<file path="config.mk">
export PLATFORM = sky130hd
export DESIGN_NAME = exec_stage_mc_flat
export DESIGN_NICKNAME = d
export VERILOG_FILES = /design/src/rtl/exec_stage_mc_if.sv /design/src/rtl/exec_stage_mc.sv /design/src/flat_wrapper.sv
export SDC_FILE = /design/constraint.sdc
export NUM_CORES = 1
export LEC_CHECK = 0
export BUFFER_PORTS_ARGS = -buffer_cell sky130_fd_sc_hd__clkbuf_2
export CAP_MARGIN = 20
export CELL_PAD_IN_SITES_DETAIL_PLACEMENT = 1
export CELL_PAD_IN_SITES_GLOBAL_PLACEMENT = 1
export CORE_ASPECT_RATIO = 1.2
export CORE_MARGIN = 8
export CORE_UTILIZATION = 43
export DETAILED_ROUTE_END_ITERATION = 8
export HOLD_SLACK_MARGIN = 0.08
export PLACE_DENSITY = 0.86
export SLEW_MARGIN = 0
export SYNTH_ARGS = -nofsm -noshare
export SYNTH_HDL_FRONTEND = slang
export SYNTH_SLANG_ARGS = --single-unit
</file>
<file path="constraint.sdc">
create_clock -name clk -period 2.6 [get_ports clk]
set_input_delay 0.26 -clock clk [delete_from_list [all_inputs] [get_ports clk]]
set_output_delay 0.26 -clock clk [all_outputs]
set_load 0.02 [all_outputs]
</file>
<file path="src/rtl/exec_stage_mc_if.sv">
// exec_stage_mc_if: operand/result bundle between issue, execute, memory stage and NoC NI.
// Issue side: in_valid/in_ready plus rd1, rd2, pc, imm, radd, alu_src, alu_ctrl, ni_sel.
// Result side: out_valid/out_ready with alu_result, write_data, pc_target, radd_out, zero; NI side: ni_valid/ni_ready, ni_data.
// Modports: slave = execute stage, master = surrounding environment.
interface exec_stage_mc_if #(
  parameter int DATA_W = 32,
  parameter int RADD_W = 5
);
  logic              in_valid;
  logic              in_ready;
  logic [DATA_W-1:0] rd1;
  logic [DATA_W-1:0] rd2;
  logic [DATA_W-1:0] pc;
  logic [DATA_W-1:0] imm;
  logic [RADD_W-1:0] radd;
  logic              alu_src;
  logic [3:0]        alu_ctrl;
  logic              ni_sel;

  logic              out_valid;
  logic              out_ready;
  logic [DATA_W-1:0] alu_result;
  logic [DATA_W-1:0] write_data;
  logic [DATA_W-1:0] pc_target;
  logic [RADD_W-1:0] radd_out;
  logic              zero;

  logic              ni_valid;
  logic              ni_ready;
  logic [DATA_W-1:0] ni_data;

  modport slave (
    input  in_valid, rd1, rd2, pc, imm, radd, alu_src, alu_ctrl, ni_sel, out_ready, ni_ready,
    output in_ready, out_valid, alu_result, write_data, pc_target, radd_out, zero, ni_valid, ni_data
  );

  modport master (
    output in_valid, rd1, rd2, pc, imm, radd, alu_src, alu_ctrl, ni_sel, out_ready, ni_ready,
    input  in_ready, out_valid, alu_result, write_data, pc_target, radd_out, zero, ni_valid, ni_data
  );
endinterface

</file>
<file path="src/rtl/exec_stage_mc.sv">
// exec_stage_mc: MIPS execute stage (ALU, branch target, optional iterative MUL/DIV/REM), results to memory stage or NoC NI.
// Latency: 1 edge for single-cycle ops; MUL/DIV/REM load DATA_W+1 edges after accept (only with EXEC_MULDIV_EN defined).
// Backpressure: in_ready only when FSM idle and both result registers free or draining; held results stay stable until taken.
// Ports: clk, rst_n (async active-low), bus (exec_stage_mc_if.slave: issue, memory-stage result and NI word channels).
// Build option: define EXEC_MULDIV_EN for multi-cycle codes 8-10; otherwise they return 0 in one cycle.
module exec_stage_mc #(
  parameter int DATA_W = 32,
  parameter int RADD_W = 5
) (
  input  logic           clk,
  input  logic           rst_n,
  exec_stage_mc_if.slave bus
);
  localparam int SH_W = $clog2(DATA_W);

  // ---------------- single-cycle ALU and branch target ----------------
  logic [DATA_W-1:0] src_b;
  logic [DATA_W-1:0] alu_y;
  logic [DATA_W-1:0] pct_y;
  logic              slt;

  always_comb begin
    src_b = bus.alu_src ? bus.imm : bus.rd2;
    slt   = $signed(bus.rd1) < $signed(src_b);
    pct_y = bus.pc + (bus.imm << 2);
    alu_y = '0;
    case (bus.alu_ctrl)
      4'd0:    alu_y = bus.rd1 & src_b;
      4'd1:    alu_y = bus.rd1 | src_b;
      4'd2:    alu_y = bus.rd1 + src_b;
      4'd3:    alu_y = bus.rd1 ^ src_b;
      4'd4:    alu_y = bus.rd1 << src_b[SH_W-1:0];
      4'd5:    alu_y = bus.rd1 >> src_b[SH_W-1:0];
      4'd6:    alu_y = bus.rd1 - src_b;
      4'd7:    alu_y = {{(DATA_W-1){1'b0}}, slt};
      default: alu_y = '0;
    endcase
  end

  // ---------------- output registers ----------------
  logic              out_valid_q, out_valid_d;
  logic [DATA_W-1:0] alu_result_q, alu_result_d;
  logic [DATA_W-1:0] write_data_q, write_data_d;
  logic [DATA_W-1:0] pc_target_q, pc_target_d;
  logic [RADD_W-1:0] radd_out_q, radd_out_d;
  logic              zero_q, zero_d;
  logic              ni_valid_q, ni_valid_d;
  logic [DATA_W-1:0] ni_data_q, ni_data_d;

  logic              idle, out_free, ni_free, in_ready_w, accept;
  logic              load_out, load_ni;
  logic [DATA_W-1:0] ld_res, ld_wd, ld_pct;
  logic [RADD_W-1:0] ld_radd;

`ifdef EXEC_MULDIV_EN
  typedef enum logic [1:0] {IDLE = 2'd0, BUSY = 2'd1, DONE = 2'd2} state_t;
  state_t            state_q, state_d;
  logic [SH_W-1:0]   cnt_q, cnt_d;
  // acc: product / partial remainder; opa: multiplicand / dividend-then-quotient; opb: multiplier / divisor
  logic [DATA_W-1:0] acc_q, acc_d, opa_q, opa_d, opb_q, opb_d;
  logic [1:0]        md_op_q, md_op_d;   // alu_ctrl[1:0]: 0 MUL, 1 DIV, 2 REM
  logic              md_ni_q, md_ni_d;
  logic [DATA_W-1:0] md_wd_q, md_wd_d, md_pct_q, md_pct_d;
  logic [RADD_W-1:0] md_radd_q, md_radd_d;
  logic [DATA_W:0]   div_rs, div_diff;
  logic              is_md;
`endif

  always_comb begin
    out_free = !out_valid_q || bus.out_ready;
    ni_free  = !ni_valid_q || bus.ni_ready;
`ifdef EXEC_MULDIV_EN
    idle  = (state_q == IDLE);
    is_md = (bus.alu_ctrl >= 4'd8) && (bus.alu_ctrl <= 4'd10);
`else
    idle  = 1'b1;
`endif
    in_ready_w = idle && out_free && ni_free;
    accept     = bus.in_valid && in_ready_w;

    load_out = 1'b0;
    load_ni  = 1'b0;
    ld_res   = alu_y;
    ld_wd    = bus.rd2;
    ld_pct   = pct_y;
    ld_radd  = bus.radd;

`ifdef EXEC_MULDIV_EN
    state_d   = state_q;
    cnt_d     = cnt_q;
    acc_d     = acc_q;
    opa_d     = opa_q;
    opb_d     = opb_q;
    md_op_d   = md_op_q;
    md_ni_d   = md_ni_q;
    md_wd_d   = md_wd_q;
    md_pct_d  = md_pct_q;
    md_radd_d = md_radd_q;
    // Restoring step: shift next dividend bit into the partial remainder and try subtracting.
    // A zero divisor always "fits", which naturally yields all-ones quotient and remainder = dividend.
    div_rs    = {acc_q, opa_q[DATA_W-1]};
    div_diff  = div_rs - {1'b0, opb_q};

    case (state_q)
      IDLE: begin
        if (accept) begin
          if (is_md) begin
            state_d   = BUSY;
            cnt_d     = '0;
            acc_d     = '0;
            opa_d     = bus.rd1;
            opb_d     = src_b;
            md_op_d   = bus.alu_ctrl[1:0];
            md_ni_d   = bus.ni_sel;
            md_wd_d   = bus.rd2;
            md_pct_d  = pct_y;
            md_radd_d = bus.radd;
          end else begin
            load_out = !bus.ni_sel;
            load_ni  = bus.ni_sel;
          end
        end
      end
      BUSY: begin
        if (md_op_q == 2'd0) begin
          if (opb_q[0]) acc_d = acc_q + opa_q;
          opa_d = opa_q << 1;
          opb_d = opb_q >> 1;
        end else if (!div_diff[DATA_W]) begin
          acc_d = div_diff[DATA_W-1:0];
          opa_d = {opa_q[DATA_W-2:0], 1'b1};
        end else begin
          acc_d = div_rs[DATA_W-1:0];
          opa_d = {opa_q[DATA_W-2:0], 1'b0};
        end
        cnt_d = cnt_q + 1'b1;
        if (cnt_q == SH_W'(DATA_W - 1)) begin
          state_d = DONE;
          cnt_d   = '0;
        end
      end
      DONE: begin
        ld_res  = (md_op_q == 2'd1) ? opa_q : acc_q;
        ld_wd   = md_wd_q;
        ld_pct  = md_pct_q;
        ld_radd = md_radd_q;
        // Wait here until the destination register can take the word.
        if (md_ni_q ? ni_free : out_free) begin
          load_out = !md_ni_q;
          load_ni  = md_ni_q;
          state_d  = IDLE;
        end
      end
      default: state_d = IDLE;
    endcase
`else
    if (accept) begin
      load_out = !bus.ni_sel;
      load_ni  = bus.ni_sel;
    end
`endif

    out_valid_d  = out_valid_q && !bus.out_ready;
    ni_valid_d   = ni_valid_q && !bus.ni_ready;
    alu_result_d = alu_result_q;
    write_data_d = write_data_q;
    pc_target_d  = pc_target_q;
    radd_out_d   = radd_out_q;
    zero_d       = zero_q;
    ni_data_d    = ni_data_q;

    // A reload on the draining edge wins over the clear, keeping full throughput.
    if (load_out) begin
      out_valid_d  = 1'b1;
      alu_result_d = ld_res;
      zero_d       = (ld_res == '0);
      write_data_d = ld_wd;
      pc_target_d  = ld_pct;
      radd_out_d   = ld_radd;
    end
    if (load_ni) begin
      ni_valid_d = 1'b1;
      ni_data_d  = ld_res;
    end
  end

  always_ff @(posedge clk or negedge rst_n) begin
    if (!rst_n) begin
      out_valid_q  <= 1'b0;
      alu_result_q <= '0;
      write_data_q <= '0;
      pc_target_q  <= '0;
      radd_out_q   <= '0;
      zero_q       <= 1'b0;
      ni_valid_q   <= 1'b0;
      ni_data_q    <= '0;
    end else begin
      out_valid_q  <= out_valid_d;
      alu_result_q <= alu_result_d;
      write_data_q <= write_data_d;
      pc_target_q  <= pc_target_d;
      radd_out_q   <= radd_out_d;
      zero_q       <= zero_d;
      ni_valid_q   <= ni_valid_d;
      ni_data_q    <= ni_data_d;
    end
  end

`ifdef EXEC_MULDIV_EN
  always_ff @(posedge clk or negedge rst_n) begin
    if (!rst_n) begin
      state_q   <= IDLE;
      cnt_q     <= '0;
      acc_q     <= '0;
      opa_q     <= '0;
      opb_q     <= '0;
      md_op_q   <= '0;
      md_ni_q   <= 1'b0;
      md_wd_q   <= '0;
      md_pct_q  <= '0;
      md_radd_q <= '0;
    end else begin
      state_q   <= state_d;
      cnt_q     <= cnt_d;
      acc_q     <= acc_d;
      opa_q     <= opa_d;
      opb_q     <= opb_d;
      md_op_q   <= md_op_d;
      md_ni_q   <= md_ni_d;
      md_wd_q   <= md_wd_d;
      md_pct_q  <= md_pct_d;
      md_radd_q <= md_radd_d;
    end
  end
`endif

  assign bus.in_ready   = in_ready_w;
  assign bus.out_valid  = out_valid_q;
  assign bus.alu_result = alu_result_q;
  assign bus.write_data = write_data_q;
  assign bus.pc_target  = pc_target_q;
  assign bus.radd_out   = radd_out_q;
  assign bus.zero       = zero_q;
  assign bus.ni_valid   = ni_valid_q;
  assign bus.ni_data    = ni_data_q;
endmodule

</file>
<file path="src/flat_wrapper.sv">
// flat-port wrapper written by rule: the top's interface ports become plain ports
module exec_stage_mc_flat 
#(
  parameter int DATA_W = 32,
  parameter int RADD_W = 5
)
  (clk, rst_n, bus_in_valid, bus_rd1, bus_rd2, bus_pc, bus_imm, bus_radd, bus_alu_src, bus_alu_ctrl, bus_ni_sel, bus_out_ready, bus_ni_ready, bus_in_ready, bus_out_valid, bus_alu_result, bus_write_data, bus_pc_target, bus_radd_out, bus_zero, bus_ni_valid, bus_ni_data);
  exec_stage_mc_if #(.DATA_W(DATA_W), .RADD_W(RADD_W)) bus_i ();
  input  logic clk;
  input  logic rst_n;
  input wire logic [$bits(bus_i.in_valid)-1:0] bus_in_valid;
  input wire logic [$bits(bus_i.rd1)-1:0] bus_rd1;
  input wire logic [$bits(bus_i.rd2)-1:0] bus_rd2;
  input wire logic [$bits(bus_i.pc)-1:0] bus_pc;
  input wire logic [$bits(bus_i.imm)-1:0] bus_imm;
  input wire logic [$bits(bus_i.radd)-1:0] bus_radd;
  input wire logic [$bits(bus_i.alu_src)-1:0] bus_alu_src;
  input wire logic [$bits(bus_i.alu_ctrl)-1:0] bus_alu_ctrl;
  input wire logic [$bits(bus_i.ni_sel)-1:0] bus_ni_sel;
  input wire logic [$bits(bus_i.out_ready)-1:0] bus_out_ready;
  input wire logic [$bits(bus_i.ni_ready)-1:0] bus_ni_ready;
  output wire logic [$bits(bus_i.in_ready)-1:0] bus_in_ready;
  output wire logic [$bits(bus_i.out_valid)-1:0] bus_out_valid;
  output wire logic [$bits(bus_i.alu_result)-1:0] bus_alu_result;
  output wire logic [$bits(bus_i.write_data)-1:0] bus_write_data;
  output wire logic [$bits(bus_i.pc_target)-1:0] bus_pc_target;
  output wire logic [$bits(bus_i.radd_out)-1:0] bus_radd_out;
  output wire logic [$bits(bus_i.zero)-1:0] bus_zero;
  output wire logic [$bits(bus_i.ni_valid)-1:0] bus_ni_valid;
  output wire logic [$bits(bus_i.ni_data)-1:0] bus_ni_data;
  assign bus_i.in_valid = bus_in_valid;
  assign bus_i.rd1 = bus_rd1;
  assign bus_i.rd2 = bus_rd2;
  assign bus_i.pc = bus_pc;
  assign bus_i.imm = bus_imm;
  assign bus_i.radd = bus_radd;
  assign bus_i.alu_src = bus_alu_src;
  assign bus_i.alu_ctrl = bus_alu_ctrl;
  assign bus_i.ni_sel = bus_ni_sel;
  assign bus_i.out_ready = bus_out_ready;
  assign bus_i.ni_ready = bus_ni_ready;
  assign bus_in_ready = bus_i.in_ready;
  assign bus_out_valid = bus_i.out_valid;
  assign bus_alu_result = bus_i.alu_result;
  assign bus_write_data = bus_i.write_data;
  assign bus_pc_target = bus_i.pc_target;
  assign bus_radd_out = bus_i.radd_out;
  assign bus_zero = bus_i.zero;
  assign bus_ni_valid = bus_i.ni_valid;
  assign bus_ni_data = bus_i.ni_data;
  exec_stage_mc #(.DATA_W(DATA_W), .RADD_W(RADD_W)) u_core (.clk(clk), .rst_n(rst_n), .bus(bus_i));
endmodule
</file>
==> results.yml, run 1 <==
placed_design:
  place.gp.congestion: 1.27
  post-place-cells: 3245
  io_buffers: 280
  dpl.hpwl_um: 82000
yosys:
  netlist_instances: 1986
  synth.avg_cell_area_um2: 7.79
  synthSimpleGateAreaFrac_pct: 20.5
  synth_compound_area_share_pct: 24.6
  synth_top_family_by_area: "compound AO/OA/AOI/OAI gates"
  syn_nets: 2264
  yosysUniqueCellTypes: 93
  synth_ff_type: "dfrtp_1"
  synthMuxAreaShare_pct: 13.8
  synth_area_um2: 15500
  synthArstFlopShare_pct: 100
  ys_seq_elements: 136
  synth-edff-count: 0
  synth_xor_area_share_pct: 1.92
  yosysSeqAreaShare_pct: 22.0
  ys_warn_count: 0
  yosys.area_share.adder_pct: 11.0
die:
  rows: 76
  die_h_um: 224
  initial_core_util_pct: 43.4
  io_pins: 281
  die_w_um: 189
clocking:
  clk_path_buf_depth: 2
  cts_hold_buffers: 26
  post_cts_buffers: 59
  clockRootBuffer: "clkbuf_16"
  cts.sinks: 136
  cts_htree_levels: 4
  cts_made_buffers: 17
  ctsResizeCount: 338
outcome:
  status: "aborted with a tool error"
  error_line: "[ERROR DPL-0033] detailed placement checks failed during check placement."
  haltStage: "4_1_cts"
kinds of logic after synthesis:
kind of cell | after synthesis
buffers and inverters | 229
xor gates and xnor gates | 34
AOI/OAI and AO/OA | 561
muxes | 182
and+or+nand+nor | 710
adders and majority gates | 134
DFF | 136
synth_stat cells, drive strengths merged, types with 9 or more instances:
library cell	number	share of area, %
nand2	361	8.8
nor2	159	3.9
mux2i	142	9.6
dfrtp	136	22
ha	131	11
o21ai	119	3.8
a21oi	113	3.7
inv	104	2.5
clkbuf	80	1.9
buf	43	1.6
o22ai	43	1.7
a211oi	33	1.7
a21o	32	1.6
nand3	31	1.0
a22oi	30	1.5
nor3	30	0.97
mux2	21	1.5
nor4	21	0.99
o211ai	20	0.97
o221ai	20	1.1
xnor2	20	1.1
mux4	19	2.8
a31oi	16	0.65
nand2b	15	0.61
nand4	14	0.57
xor2	14	0.79
o31ai	12	0.58
nor2b	11	0.44
o21bai	11	0.53
or3	11	0.44
a221o	9	0.58
a221oi	9	0.51
metrics by stage:
step	hold slack [ns]	cell area [um2]	worst slack [ns]	setup TNS (ns)
after detailed placement	0.303	22100	-2.36	-109.70
after global placement	0.294	22100	-2.03	-86.75
after floorplan	-0.0356	15900	-1.94	-60.04
==> run 2, diff against run 1 <==
CELL_PAD_IN_SITES_DETAIL_PLACEMENT = not set   (was 1)
CELL_PAD_IN_SITES_GLOBAL_PLACEMENT = not set   (was 1)
CORE_ASPECT_RATIO = not set   (was 1.2)
CORE_UTILIZATION = 40   (was 43)
HOLD_SLACK_MARGIN = not set   (was 0.08)
PLACE_DENSITY = not set   (was 0.86)
PLACE_DENSITY_LB_ADDON = 0.15   (was not set)
==> results.yml, run 2 <==
critical_path:
  timing.rr.start: "u_core.bus.ni_valid"
  path_max_fanout: 5
  rr_endpoint: "u_core.bus.zero"
  path_cells: "clkbuf_16 -> buf_12 -> buf_16 -> mux2i_4 -> ha_4 -> buf_4 -> o211ai_1 -> a21oi_2 -> nand4b_1 -> nand4_1 -> or4_4 -> nor4_4 -> or3b_4 -> nor4_4 -> and4b_1 -> and4bb_1 -> nand4_1 -> o31ai_1"
  crit_path_start: "bus_alu_src"
  required_ns: 2.96
  cp-end-kind: "flip-flop"
  startpoint_type: "input port"
  r2r_cells: 10
  worstSetupEndpoint: "u_core.bus.zero"
  critPathKind: "input port to flip-flop"
  cp_slowest_stage_delay_ns: 0.56
  cp_slowest_cell: "or4_4"
  cp.arrival_ns: 4.28
  rrSetupSlack_ns: -0.08
route:
  dr_total_vias: 20200
  drt-vias-per-instance: 5.88
  dr.pass1.iters: 6
  wl_um: 85100
  drt_iter0_markers: 2074
  postRouteAntennaNets: 0
  post-route-drc-count: 0
  wl_per_cell_um: 24.8
yosys:
  synth.avg_cell_area_um2: 7.79
  ys_warn_count: 0
  synth_area_leaders: "dfrtp_1, ha_1, mux2i_1"
  yosysUniqueCellTypes: 93
  netlist.area_leader.share_pct: 22.0
  yosysMostFrequentCell: "nand2_1"
  synth_area_um2: 15500
  netlist_instances: 1986
  ys_seq_elements: 136
  synth.top_cells.by_count: "nand2_1, nor2_1, dfrtp_1, mux2i_1, ha_1"
  synth-edff-count: 0
  synthArstFlopShare_pct: 100
  yosysSeqAreaShare_pct: 22.0
  synth_ff_type: "dfrtp_1"
  yosysTopAreaCell: "dfrtp_1"
  syn_nets: 2264
global_routing:
  track_usage_pct: 36.2
  grt_max_degree: 94
  grt_pass1_vias: 19900
  gr-total-overflow: 0
  antenna_found_initial: 0
  grt_pass1_wl_um: 125000
placed_design:
  dpl_cell_area_um2: 22300
  dpl.hpwl_um: 68000
  place_ws_ns: -2.20
  io_buffers: 280
  place.gp.congestion: 1.05
final_layout:
  diodes: 0
  nFillCells: 3157
  fin_nets: 3186
  stdcell_area_um2: 26100
  most-common-layout-cells: "buf_4, nand2_1, clkbuf_2, dfrtp_1, nor2_1"
  synthToLayoutAreaGrowth_pct: 68.6
  layout_commonest_cell: "buf_4"
  drive_gt1_share_pct: 48.2
power:
  peakVddDrop_v: 0.000536
  pwr_density_cell_nw_per_um2: 505
  p_leak_nw: 12.8
sta:
  setup_viol: 67
  hold_viol_final: 0
  fin_ws_ns: -1.32
  period_share_pct: 151
  fmax_mhz: 255
  slew_violations: 0
  fin_crit_ns: 3.92
  worst_pin_slew_ns: 0.719
  skew_ns: 0.00817
  timing.hold.ws_ns: 0.0274
  slew_headroom_pct: 51.6
  rsz0062_at_grt: "true"
outcome:
  failed_checks: "negative setup slack"
  status: "finished, violations left"
die:
  die_area_um2: 45200
  die_h_um: 213
  die_w_um: 213
  initial_core_util_pct: 40.2
  rows: 72
  io_pins: 281
  coreArea_um2: 38500
clocking:
  clockRootBuffer: "clkbuf_16"
  cts.sinks: 136
  clk_path_buf_depth: 2
  cts_tree: "yes"
  worstSkewPairLatency_ns: 0.45
  cts_htree_levels: 4
  clk_pin_slew_worst_paths_ns: 0.07
  cts_made_buffers: 17
worst_hold_path:
  hp-class: "input port to flip-flop"
job:
  drv_cap: 0
==> run 2: through the flow <==
| step | instances | TNS (ns) | power, mW | utilization, % |
|---|---|---|---|---|
| 2_1_floorplan | 1986 | -60.04 | 6.24 | - |
| 3_3_place_gp | 3310 | -85.97 | 9.44 | 58.1 |
| 3_5_place_dp | 3310 | -90.95 | 9.52 | 58.1 |
| 4_1_cts | 3404 | -35.31 | 12.7 | 65.4 |
| 5_1_grt | 3438 | -47.36 | 13.8 | 67.9 |
| 6_report | 3438 | -43.27 | 13.2 | 67.9 |
==> run 2: worst min-delay path by stage <==
stage                           start                   endpoint  depth (start not counted)
final                     bus_rd2[23]  u_core.bus.write_data[23]                          3
after global routing      bus_radd[4]     u_core.bus.radd_out[4]                          3
after CTS                 bus_rd2[23]  u_core.bus.write_data[23]                          3
after detailed placement        rst_n   u_core.bus.alu_result[4]                          1
after global placement          rst_n   u_core.bus.alu_result[4]                          1
after floorplan                 rst_n   u_core.bus.alu_result[0]                          0
==> run 2: report_power, final <==
group | total [mW] | switching, mW | leakage (nW) | internal (mW)
Clock | 2.38 | 1.02 | 0.282 | 1.36
Combinational | 7.87 | 4.41 | 10.9 | 3.46
Sequential | 2.93 | 0.298 | 1.71 | 2.63
Total | 13.2 | 5.73 | 12.8 | 7.45
==> run 2: final cells by class <==
cell class / instances / area, um2 / share of cell area, %
repair buffers: 1026 / 7700 / 29.5
clock buffers: 18 / 439 / 1.68
clock inverters: 13 / 135 / 0.518
flip-flops and latches: 136 / 3400 / 13.0
inverters: 106 / 408 / 1.56
well taps: 518 / 648 / 2.48
multi-input cells: 1621 / 13400 / 51.2
==> run 2: critical path: cells and delay by family <==
kind	cells	cell delay (ns)
AOI/OAI and AO/OA	3	0.59
adders and majority gates	1	0.29
buffers and inverters	4	0.58
muxes	1	0.21
and+or+nand+nor	9	2.33
==> run 2: per-layer routing <==
layer  vias up  track usage (%)  routed length, um
met5         -                0                  0
met4         0             14.2               3870
met3       206             7.60               8040
met2      1067             56.8              37700
met1      9821             48.4              35500
li1       9111                -                  -
==> run 2: timing repair <==
action                                 CTS  global route
buffers inserted                        65            47
endpoints found under the hold margin   58             0
gates cloned                             1             1
hold buffers                            11             0
pin swaps                              125            90
setup endpoints to repair               72           123
resized for setup                      348           154
==> run 2: cell families after synthesis <==
kind of cell	count (synthesis)	synth area share, %
and+or+nand+nor	710	20.5
AOI/OAI and AO/OA	561	24.6
xor gates and xnor gates	34	1.92
adders and majority gates	134	11.0
DFF	136	22.0
buffers and inverters	229	6.12
muxes	182	13.8
(Power assumes the default switching activity.)
